`src/rtl/rc4_prga_decrypt_if.sv`:
```
// RC4 PRGA bus bundle: start/status, S RAM port, encrypted ROM port, decrypted RAM port.
// master = PRGA engine side, slave = memories / controller side.
interface rc4_prga_decrypt_if;
  logic       sig_start;
  logic [7:0] s_rdata;
  logic [7:0] s_addr;
  logic [7:0] s_wdata;
  logic       s_we;
  logic [7:0] enc_data;
  logic [7:0] enc_addr;
  logic [7:0] dec_addr;
  logic [7:0] dec_data;
  logic       dec_we;
  logic       t_done;
  logic       t_bad;

  modport master (
    input  sig_start, s_rdata, enc_data,
    output s_addr, s_wdata, s_we,
    output enc_addr, dec_addr, dec_data, dec_we,
    output t_done, t_bad
  );

  modport slave (
    output sig_start, s_rdata, enc_data,
    input  s_addr, s_wdata, s_we,
    input  enc_addr, dec_addr, dec_data, dec_we,
    input  t_done, t_bad
  );
endinterface

```
`src/rtl/rc4_prga_decrypt.sv`:
```
// RC4 PRGA: walks the KSA-shuffled S RAM, XORs keystream with the encrypted ROM,
// writes plaintext to the decrypted RAM and flags bytes outside 'a'..'z'/space.
// Ports: clk, reset (sync, active-high), io (rc4_prga_decrypt_if.master).
module rc4_prga_decrypt #(
  parameter int MSG_LEN   = 32,
  parameter int READ_WAIT = 3,
  parameter int CHECK_EN  = 1
) (
  input  logic clk,
  input  logic reset,
  rc4_prga_decrypt_if.master io
);

  typedef enum logic [4:0] {
    IDLE, INIT, RD_I, WAIT_I, CAP_I, CALC_J,
    RD_J, WAIT_J, CAP_J, WR_I, WR_J, RD_F,
    WAIT_F, CAP_F, CHECK, WR_D, NEXT, DONE
  } state_t;

  localparam logic [7:0] LAST  = 8'(MSG_LEN - 1);
  localparam logic [7:0] W_END = 8'(READ_WAIT - 1);

  state_t     state_q, state_d;
  logic [7:0] i_q, i_d, j_q, j_d, k_q, k_d;
  logic [7:0] si_q, si_d, sj_q, sj_d;
  logic [7:0] f_q, f_d, e_q, e_d;
  logic [7:0] cnt_q, cnt_d;
  logic [7:0] s_addr_q, s_addr_d;
  logic [7:0] s_wdata_q, s_wdata_d;
  logic       s_we_q, s_we_d;
  logic [7:0] enc_addr_q, enc_addr_d;
  logic [7:0] dec_addr_q, dec_addr_d;
  logic [7:0] dec_data_q, dec_data_d;
  logic       dec_we_q, dec_we_d;
  logic       t_done_q, t_done_d;
  logic       t_bad_q, t_bad_d;

  logic [7:0] pt;
  logic       pt_ok;
  logic       wait_end;

  assign pt       = f_q ^ e_q;
  assign pt_ok    = (pt >= 8'h61 && pt <= 8'h7a)
                 || (pt == 8'h20);
  assign wait_end = (cnt_q == W_END);

  always_comb begin
    state_d    = state_q;
    i_d        = i_q;
    j_d        = j_q;
    k_d        = k_q;
    si_d       = si_q;
    sj_d       = sj_q;
    f_d        = f_q;
    e_d        = e_q;
    cnt_d      = cnt_q;
    s_addr_d   = s_addr_q;
    s_wdata_d  = s_wdata_q;
    s_we_d     = 1'b0;
    enc_addr_d = enc_addr_q;
    dec_addr_d = dec_addr_q;
    dec_data_d = dec_data_q;
    dec_we_d   = 1'b0;
    t_done_d   = 1'b0;
    t_bad_d    = t_bad_q;
    unique case (state_q)
      IDLE: if (io.sig_start) state_d = INIT;
      INIT: begin
        i_d     = 8'd0;
        j_d     = 8'd0;
        k_d     = 8'd0;
        t_bad_d = 1'b0;
        state_d = RD_I;
      end
      RD_I: begin
        i_d      = i_q + 8'd1;
        s_addr_d = i_q + 8'd1;
        cnt_d    = 8'd0;
        state_d  = WAIT_I;
      end
      WAIT_I: begin
        if (wait_end) state_d = CAP_I;
        else          cnt_d   = cnt_q + 8'd1;
      end
      CAP_I: begin
        si_d    = io.s_rdata;
        state_d = CALC_J;
      end
      CALC_J: begin
        j_d     = j_q + si_q;
        state_d = RD_J;
      end
      RD_J: begin
        s_addr_d = j_q;
        cnt_d    = 8'd0;
        state_d  = WAIT_J;
      end
      WAIT_J: begin
        if (wait_end) state_d = CAP_J;
        else          cnt_d   = cnt_q + 8'd1;
      end
      CAP_J: begin
        sj_d    = io.s_rdata;
        state_d = WR_I;
      end
      WR_I: begin
        s_addr_d  = i_q;
        s_wdata_d = sj_q;
        s_we_d    = 1'b1;
        state_d   = WR_J;
      end
      WR_J: begin
        s_addr_d  = j_q;
        s_wdata_d = si_q;
        s_we_d    = 1'b1;
        state_d   = RD_F;
      end
      RD_F: begin
        s_addr_d   = si_q + sj_q;
        enc_addr_d = k_q;
        cnt_d      = 8'd0;
        state_d    = WAIT_F;
      end
      WAIT_F: begin
        if (wait_end) state_d = CAP_F;
        else          cnt_d   = cnt_q + 8'd1;
      end
      CAP_F: begin
        f_d     = io.s_rdata;
        e_d     = io.enc_data;
        state_d = CHECK;
      end
      CHECK: begin
        if (!pt_ok && CHECK_EN != 0) begin
          t_bad_d = 1'b1;
          state_d = DONE;
        end else begin
          state_d = WR_D;
        end
      end
      WR_D: begin
        dec_addr_d = k_q;
        dec_data_d = pt;
        dec_we_d   = 1'b1;
        state_d    = NEXT;
      end
      NEXT: begin
        if (k_q == LAST) begin
          state_d = DONE;
        end else begin
          k_d     = k_q + 8'd1;
          state_d = RD_I;
        end
      end
      DONE: begin
        t_done_d = 1'b1;
        state_d  = IDLE;
      end
      default: state_d = IDLE;
    endcase
  end

  always_ff @(posedge clk) begin
    if (reset) begin
      state_q    <= IDLE;
      i_q        <= 8'd0;
      j_q        <= 8'd0;
      k_q        <= 8'd0;
      si_q       <= 8'd0;
      sj_q       <= 8'd0;
      f_q        <= 8'd0;
      e_q        <= 8'd0;
      cnt_q      <= 8'd0;
      s_addr_q   <= 8'd0;
      s_wdata_q  <= 8'd0;
      s_we_q     <= 1'b0;
      enc_addr_q <= 8'd0;
      dec_addr_q <= 8'd0;
      dec_data_q <= 8'd0;
      dec_we_q   <= 1'b0;
      t_done_q   <= 1'b0;
      t_bad_q    <= 1'b0;
    end else begin
      state_q    <= state_d;
      i_q        <= i_d;
      j_q        <= j_d;
      k_q        <= k_d;
      si_q       <= si_d;
      sj_q       <= sj_d;
      f_q        <= f_d;
      e_q        <= e_d;
      cnt_q      <= cnt_d;
      s_addr_q   <= s_addr_d;
      s_wdata_q  <= s_wdata_d;
      s_we_q     <= s_we_d;
      enc_addr_q <= enc_addr_d;
      dec_addr_q <= dec_addr_d;
      dec_data_q <= dec_data_d;
      dec_we_q   <= dec_we_d;
      t_done_q   <= t_done_d;
      t_bad_q    <= t_bad_d;
    end
  end

  assign io.s_addr   = s_addr_q;
  assign io.s_wdata  = s_wdata_q;
  assign io.s_we     = s_we_q;
  assign io.enc_addr = enc_addr_q;
  assign io.dec_addr = dec_addr_q;
  assign io.dec_data = dec_data_q;
  assign io.dec_we   = dec_we_q;
  assign io.t_done   = t_done_q;
  assign io.t_bad    = t_bad_q;

endmodule

```
`src/flat_wrapper.sv`:
```
// flat-port wrapper written by rule: the top's interface ports become plain ports
module rc4_prga_decrypt_flat 
#(
  parameter int MSG_LEN   = 32,
  parameter int READ_WAIT = 3,
  parameter int CHECK_EN  = 1
)
  (clk, reset, io_sig_start, io_s_rdata, io_enc_data, io_s_addr, io_s_wdata, io_s_we, io_enc_addr, io_dec_addr, io_dec_data, io_dec_we, io_t_done, io_t_bad);
  rc4_prga_decrypt_if io_i ();
  input  logic clk;
  input  logic reset;
  input wire logic [$bits(io_i.sig_start)-1:0] io_sig_start;
  input wire logic [$bits(io_i.s_rdata)-1:0] io_s_rdata;
  input wire logic [$bits(io_i.enc_data)-1:0] io_enc_data;
  output wire logic [$bits(io_i.s_addr)-1:0] io_s_addr;
  output wire logic [$bits(io_i.s_wdata)-1:0] io_s_wdata;
  output wire logic [$bits(io_i.s_we)-1:0] io_s_we;
  output wire logic [$bits(io_i.enc_addr)-1:0] io_enc_addr;
  output wire logic [$bits(io_i.dec_addr)-1:0] io_dec_addr;
  output wire logic [$bits(io_i.dec_data)-1:0] io_dec_data;
  output wire logic [$bits(io_i.dec_we)-1:0] io_dec_we;
  output wire logic [$bits(io_i.t_done)-1:0] io_t_done;
  output wire logic [$bits(io_i.t_bad)-1:0] io_t_bad;
  assign io_i.sig_start = io_sig_start;
  assign io_i.s_rdata = io_s_rdata;
  assign io_i.enc_data = io_enc_data;
  assign io_s_addr = io_i.s_addr;
  assign io_s_wdata = io_i.s_wdata;
  assign io_s_we = io_i.s_we;
  assign io_enc_addr = io_i.enc_addr;
  assign io_dec_addr = io_i.dec_addr;
  assign io_dec_data = io_i.dec_data;
  assign io_dec_we = io_i.dec_we;
  assign io_t_done = io_i.t_done;
  assign io_t_bad = io_i.t_bad;
  rc4_prga_decrypt #(.MSG_LEN(MSG_LEN), .READ_WAIT(READ_WAIT), .CHECK_EN(CHECK_EN)) u_core (.clk(clk), .reset(reset), .io(io_i));
endmodule
```
`config.mk`:
```
export PLATFORM = sky130hd
export DESIGN_NAME = rc4_prga_decrypt_flat
export DESIGN_NICKNAME = d
export VERILOG_FILES = /design/src/rtl/rc4_prga_decrypt_if.sv /design/src/rtl/rc4_prga_decrypt.sv /design/src/flat_wrapper.sv
export SDC_FILE = /design/constraint.sdc
export NUM_CORES = 1
export LEC_CHECK = 0
export BUFFER_PORTS_ARGS = -buffer_cell sky130_fd_sc_hd__buf_2
export CORE_UTILIZATION = 44
export CTS_BUF_LIST = sky130_fd_sc_hd__clkbuf_4
export DETAILED_ROUTE_END_ITERATION = 8
export PLACE_DENSITY = 0.6
export SYNTH_ARGS = -nofsm -noshare
export SYNTH_HDL_FRONTEND = slang
export SYNTH_SLANG_ARGS = --single-unit
```
`constraint.sdc`:
```
create_clock -name clk -period 2.85 [get_ports clk]
set_input_delay 0.285 -clock clk [delete_from_list [all_inputs] [get_ports clk]]
set_output_delay 0.285 -clock clk [all_outputs]
set_load 0.02 [all_outputs]
```
==> results of run 1 <==
state kept, by name, indices dropped and copies added, names as in the netlist, 8 cells and up:
register	cells
u_core.e_q	8
u_core.sj_q	8
u_core.io.dec_addr	8
u_core.io.s_addr	8
u_core.j_q	8
u_core.io.s_wdata	8
u_core.k_q	8
u_core.f_q	8
u_core.i_q	8
u_core.io.enc_addr	8
u_core.si_q	8
u_core.io.dec_data	8
u_core.cnt_q	8
worst paths after layout:
kind                                            start               endpoint  slack [ns]  depth (start not counted)
worst min register to register  u_core.io.dec_addr[7]  u_core.io.dec_addr[7]        0.45                          2
worst min-delay path                    io_s_rdata[1]          u_core.f_q[1]        0.04                          3
worst max-delay path                u_core.state_q[0]    u_core.io.s_addr[7]        0.54                          5
worst max register to register      u_core.state_q[0]    u_core.io.s_addr[7]        0.54                          5
Yosys cell counts (all sizes together) (11+ instances only):
cell type  number  share of area [%]
nand3          26                2.4
clkbuf         25                1.7
ha             18                4.1
nor2           63                4.3
o21ai          20                1.8
nand2         122                8.3
nor3           13                1.3
a21oi          77                7.0
buf            14                1.2
dfxtp         113                 41
xnor2          14                2.2
xor2           11                1.8
power by group through the flow:
| stage | Sequential, mW | Clock, mW | Combinational (mW) |
|---|---|---|---|
| 2_1_floorplan | 1.66 | 0 | 0.246 |
| 3_3_place_gp | 1.69 | 0 | 0.315 |
| 3_5_place_dp | 1.69 | 0 | 0.319 |
| 4_1_cts | 1.65 | 1.26 | 0.335 |
| 5_1_grt | 1.66 | 1.34 | 0.373 |
| 6_report | 1.65 | 1.23 | 0.336 |
worst max-delay path: cells and delay by family, from the launching register on:
kind	cells	cell delay, ns
flops	1	0.71
compound gates	3	0.94
simple gates	2	0.53
through the flow:
step           setup WS (ns)  std cells  area, um^2
3_5_place_dp           0.573        881        5950
2_1_floorplan          0.948        676        5490
3_3_place_gp           0.691        881        5950
4_1_cts                0.565        927        6390
6_report               0.542        927        6390
5_1_grt                0.346        927        6390
area by class of cell:
| class | instances | area (um^2) |
|---|---|---|
| repair buffers | 91 | 566 |
| flip-flops and latches | 113 | 2260 |
| clock buffers | 23 | 173 |
| inverters | 10 | 37.5 |
| fillers | 1191 | 5680 |
| multi-input cells | 514 | 3030 |
| well taps | 168 | 210 |
| clock inverters | 8 | 113 |
logic make-up (layout without fill, tap and decap cells):
group,Yosys count,in the layout
XOR/XNOR,25,25
AND/OR/NAND/NOR,286,286
buffers and inverters,49,132
multiplexers,11,11
AO/OA/AOI/OAI,172,172
adder cells (fa/ha/maj),20,20
flip-flops,113,113
per-layer routing:
layer	vias up	GRT usage, %	share of wire, %
li1	2569	-	-
met1	2395	29.8	46
met2	122	35.6	46
met3	30	5.74	4.5
met4	0	10.3	2.6
met5	-	0	0
==> out/metrics.csv, run 1 <==
metric,value,unit
drt-total-wl,14.0,mm
cts_resized,0,
p_int,2.38,mW
ys_seq_area_share,41.2,%
ys_types,58,
synth_ff_type,dfxtp_1,
fmax,433,MHz
cp-start-kind,flop,
pwr-share-comb,10.4,%
required,3.27,ns
arrival,2.72,ns
yosys_warnings,0,
vias,5116,
first_global_vias,4727,
drv_slew,0,
ys_async_sr_fraction,0,%
first_pass_iters,5,
die_h,114,um
cts_sinks,113,
synth-compound-area-share,19.9,%
relSlewSlack,46.2,%
p_sw,0.836,mW
avgSynthCellArea,8.12,um^2
h-tree-depth,4,
tritoncts,yes,
fin_crit,2.31,ns
status,"finished, final reports clean",
peakVddDrop,0.326,mV
p_seq_share,51.3,%
numPortBuffers,62,
cp_max_fo,20,
power_density,504,nW/um^2
drc,0,
die_area,12900,um^2
synthXorXnorAreaFrac,3.99,%
synth_cells,676,
synth_top_family_by_area,simple AND/OR/NAND/NOR gates,
cts_hold_buf,15,
p_leak,2.48,nW
drt_iter0_drc,267,
rsz0062_at_grt,no,
max_cap_violations,0,
cts_made_buffers,17,
synth_edf_count,0,
max_stage_delay,0.71,ns
layout-drive-gt1-share,15.0,%
worst-setup-path-type,reg2reg,
worstPathCellList,nor2_1 > a2111o_1 > and2_1 > a2111oi_0 > a311oi_1,
clockBufferDepth,2,
antenna_found_initial,0,
vias_per_cell,5.52,
grt_max_degree,44,
syn_nets,715,
post_cts_buffers,0,
whs,0.0401,ns
grt_pass1_wl,23.0,mm
power_frac_clock,38.3,%
globalRouteOverflowTotal,0,
coreArea,12100,um^2
place.gp.congestion,0.846,
yosys.area_share.simple,24.4,%
dp_hpwl,9.94,mm
power.total,3.22,mW
final_hold_viol_count,0,
fin_crit_sh,81.0,%
grt.total_usage,22.8,%
initial_utilization,45.5,%
ant_nets,0,
p_sw_share,26.0,%
clkLatencyLatePin,0.55,ns
hp-class,in2reg,
end_kind,flop,
rows,40,
most-common-layout-cells,"nand2_1 (122), dfxtp_1 (113), a21oi_1 (77), nor2_1 (63), buf_2 (62)",
syn2layout_area_growth,16.4,%
synthMuxAreaShare,2.03,%
setup-violations-final,0,
path_clk_slew,0.09,ns
ios,63,
ys_seq_elements,113,
nets,786,
yosys.area_share.adder,4.83,%
post-route-util,52.9,%
wire_per_inst,15.1,um
die_x,114,um
antenna-diode-count,0,
finClkSkew,0.00957,ns
synth_area,5490,um^2
layout_commonest_cell,nand2_1,
crit_slowest_cell,dfxtp_1,
clockRootBuffer,clkbuf_4,
max_slew.worst_pin.slew,0.807,ns
finalSetupTns,0,ns
(Power assumes the default switching activity.)
==> run 2: changes to the inputs <==
Clock period 2.85 ns to 2.4 ns, I/O delays scaled along.
==> out/metrics.csv, run 2 (synthesis results as in run 1) <==
metric,value,unit
worst-setup-path-type,reg2reg,
initial_utilization,45.5,%
power.total,3.95,mW
whs_path_depth,5,
max_cap_violations,0,
grt_pass1_wl,23.2,mm
cp.buffers_inverters,0,
fmax,464,MHz
numPortBuffers,62,
detailed_place.area,6030,um^2
grt.total_usage,22.9,%
place.gp.congestion,0.817,
p_leak,2.53,nW
layout-drive-gt1-share,16.0,%
p_sw,1.04,mW
cts_resized,0,
drt_iter0_drc,347,
dp_hpwl,10.0,mm
p_seq_share,49.6,%
h-tree-depth,4,
drc,0,
first_pass_iters,6,
clockRootBuffer,clkbuf_4,
ant_nets,0,
antenna-diode-count,0,
vias,5164,
pwr-share-comb,11.3,%
final_hold_viol_count,0,
globalRouteOverflowTotal,0,
max_slew.worst_pin.slew,0.599,ns
setup-violations-final,0,
finClkSkew,0.0118,ns
clkLatencyLatePin,0.53,ns
crit_cells,5,
cp_top_family,compound AO/OA/AOI/OAI gates,
crit_slowest_cell,dfxtp_1,
antenna_found_initial,0,
coreArea,12100,um^2
die_x,114,um
power_density,608,nW/um^2
cts_made_buffers,17,
hp-class,in2reg,
arrival,2.64,ns
required,2.88,ns
cp_max_fo,15,
worstPathCellList,nand2b_4 > nor4_2 > nor2_1 > a2111oi_0 > a311o_1,
rsz0062_at_grt,no,
relSlewSlack,59.0,%
drt-total-wl,14.0,mm
fin_crit,2.15,ns
grt_max_degree,34,
nets,797,
peakVddDrop,0.349,mV
p_sw_share,26.4,%
power_frac_clock,39.1,%
die_h,114,um
layout_commonest_cell,nand2_1,
r2r_slack,0.25,ns
rows,40,
cp-start-kind,flop,
ios,63,
fin_crit_sh,89.7,%
drv_slew,0,
path_clk_slew,0.10,ns
finalSetupTns,0,ns
fill_cells,1176,
first_global_vias,4738,
most-common-layout-cells,"nand2_1 (122), dfxtp_1 (113), a21oi_1 (77), nor2_1 (63), buf_2 (62)",
syn2layout_area_growth,18.3,%
tritoncts,yes,
p_int,2.90,mW
final_cell_area,6490,um^2
die_area,12900,um^2
max_stage_delay,0.68,ns
wire_per_inst,14.9,um
reg2regPathDepth,5,
status,"finished, final reports clean",
end_kind,flop,
cts_sinks,113,
clockBufferDepth,2,
vias_per_cell,5.50,
-- run 2: cell count changes in the layout (fill, tap and decap cells not counted), sizes merged --
| cell | change |
|---|---|
| buf | +10 |
| clkbuf | -5 |
| clkinv | +3 |
| clkinvlp | +2 |
| bufinv | +1 |
| dlygate4sd3 | +1 |
-- run 2: worst min-delay path: cells and delay by family --
| family | cells | cell delay, ns |
|---|---|---|
| AO/OA/AOI/OAI | 1 | 0.06 |
| buffers and inverters | 1 | 0.11 |
| multiplexers | 1 | 0.10 |
| AND/OR/NAND/NOR | 2 | 0.17 |
-- run 2: path summary, 6_finish.rpt --
kind                          from                     to
max              u_core.state_q[1]    u_core.io.s_addr[6]
min                   io_sig_start      u_core.state_q[0]
max reg2reg      u_core.state_q[1]    u_core.io.s_addr[6]
min reg2reg  u_core.io.enc_addr[3]  u_core.io.enc_addr[3]
-- run 2: final cells by class --
class / count / area, um^2 / area share (%)
clock buffers: 18 / 135 / 2.08
inverters: 10 / 37.5 / 0.578
well taps: 168 / 210 / 3.24
flip-flops and latches: 113 / 2260 / 34.8
repair buffers: 102 / 651 / 10.0
multi-input cells: 514 / 3030 / 46.6
clock inverters: 14 / 170 / 2.62
-- run 2: per-stage QoR --
stage          setup WS [ns]  cells  util (%)  hold WS (ns)
5_1_grt               0.0799    939      53.8         0.150
6_report               0.246    939      53.8         0.178
3_5_place_dp           0.280    891      50.0         0.446
3_3_place_gp           0.270    891      50.0         0.441
2_1_floorplan          0.498    676         -         0.376
4_1_cts                0.255    939      53.8         0.130
-- run 2: power groups by stage --
stage	combinational, mW	sequential (mW)	clock [mW]
2_1_floorplan	0.292	1.98	0
3_3_place_gp	0.418	2.00	0
3_5_place_dp	0.423	2.00	0
4_1_cts	0.444	1.96	1.59
5_1_grt	0.485	1.96	1.68
6_report	0.446	1.96	1.54
-- run 2: repair_timing --
action                                 4_1_cts  5_1_grt
hold buffers                                16        0
endpoints found under the hold margin       30        0
setup buffers                                0        0
-- run 2: layer usage --
layer	global-route usage, %	vias to the layer above	share of wire (%)
met5	0	-	0
met4	10.8	0	2.3
met3	5.21	33	4.4
met2	34.7	138	46
met1	31.0	2396	47
li1	-	2597	-
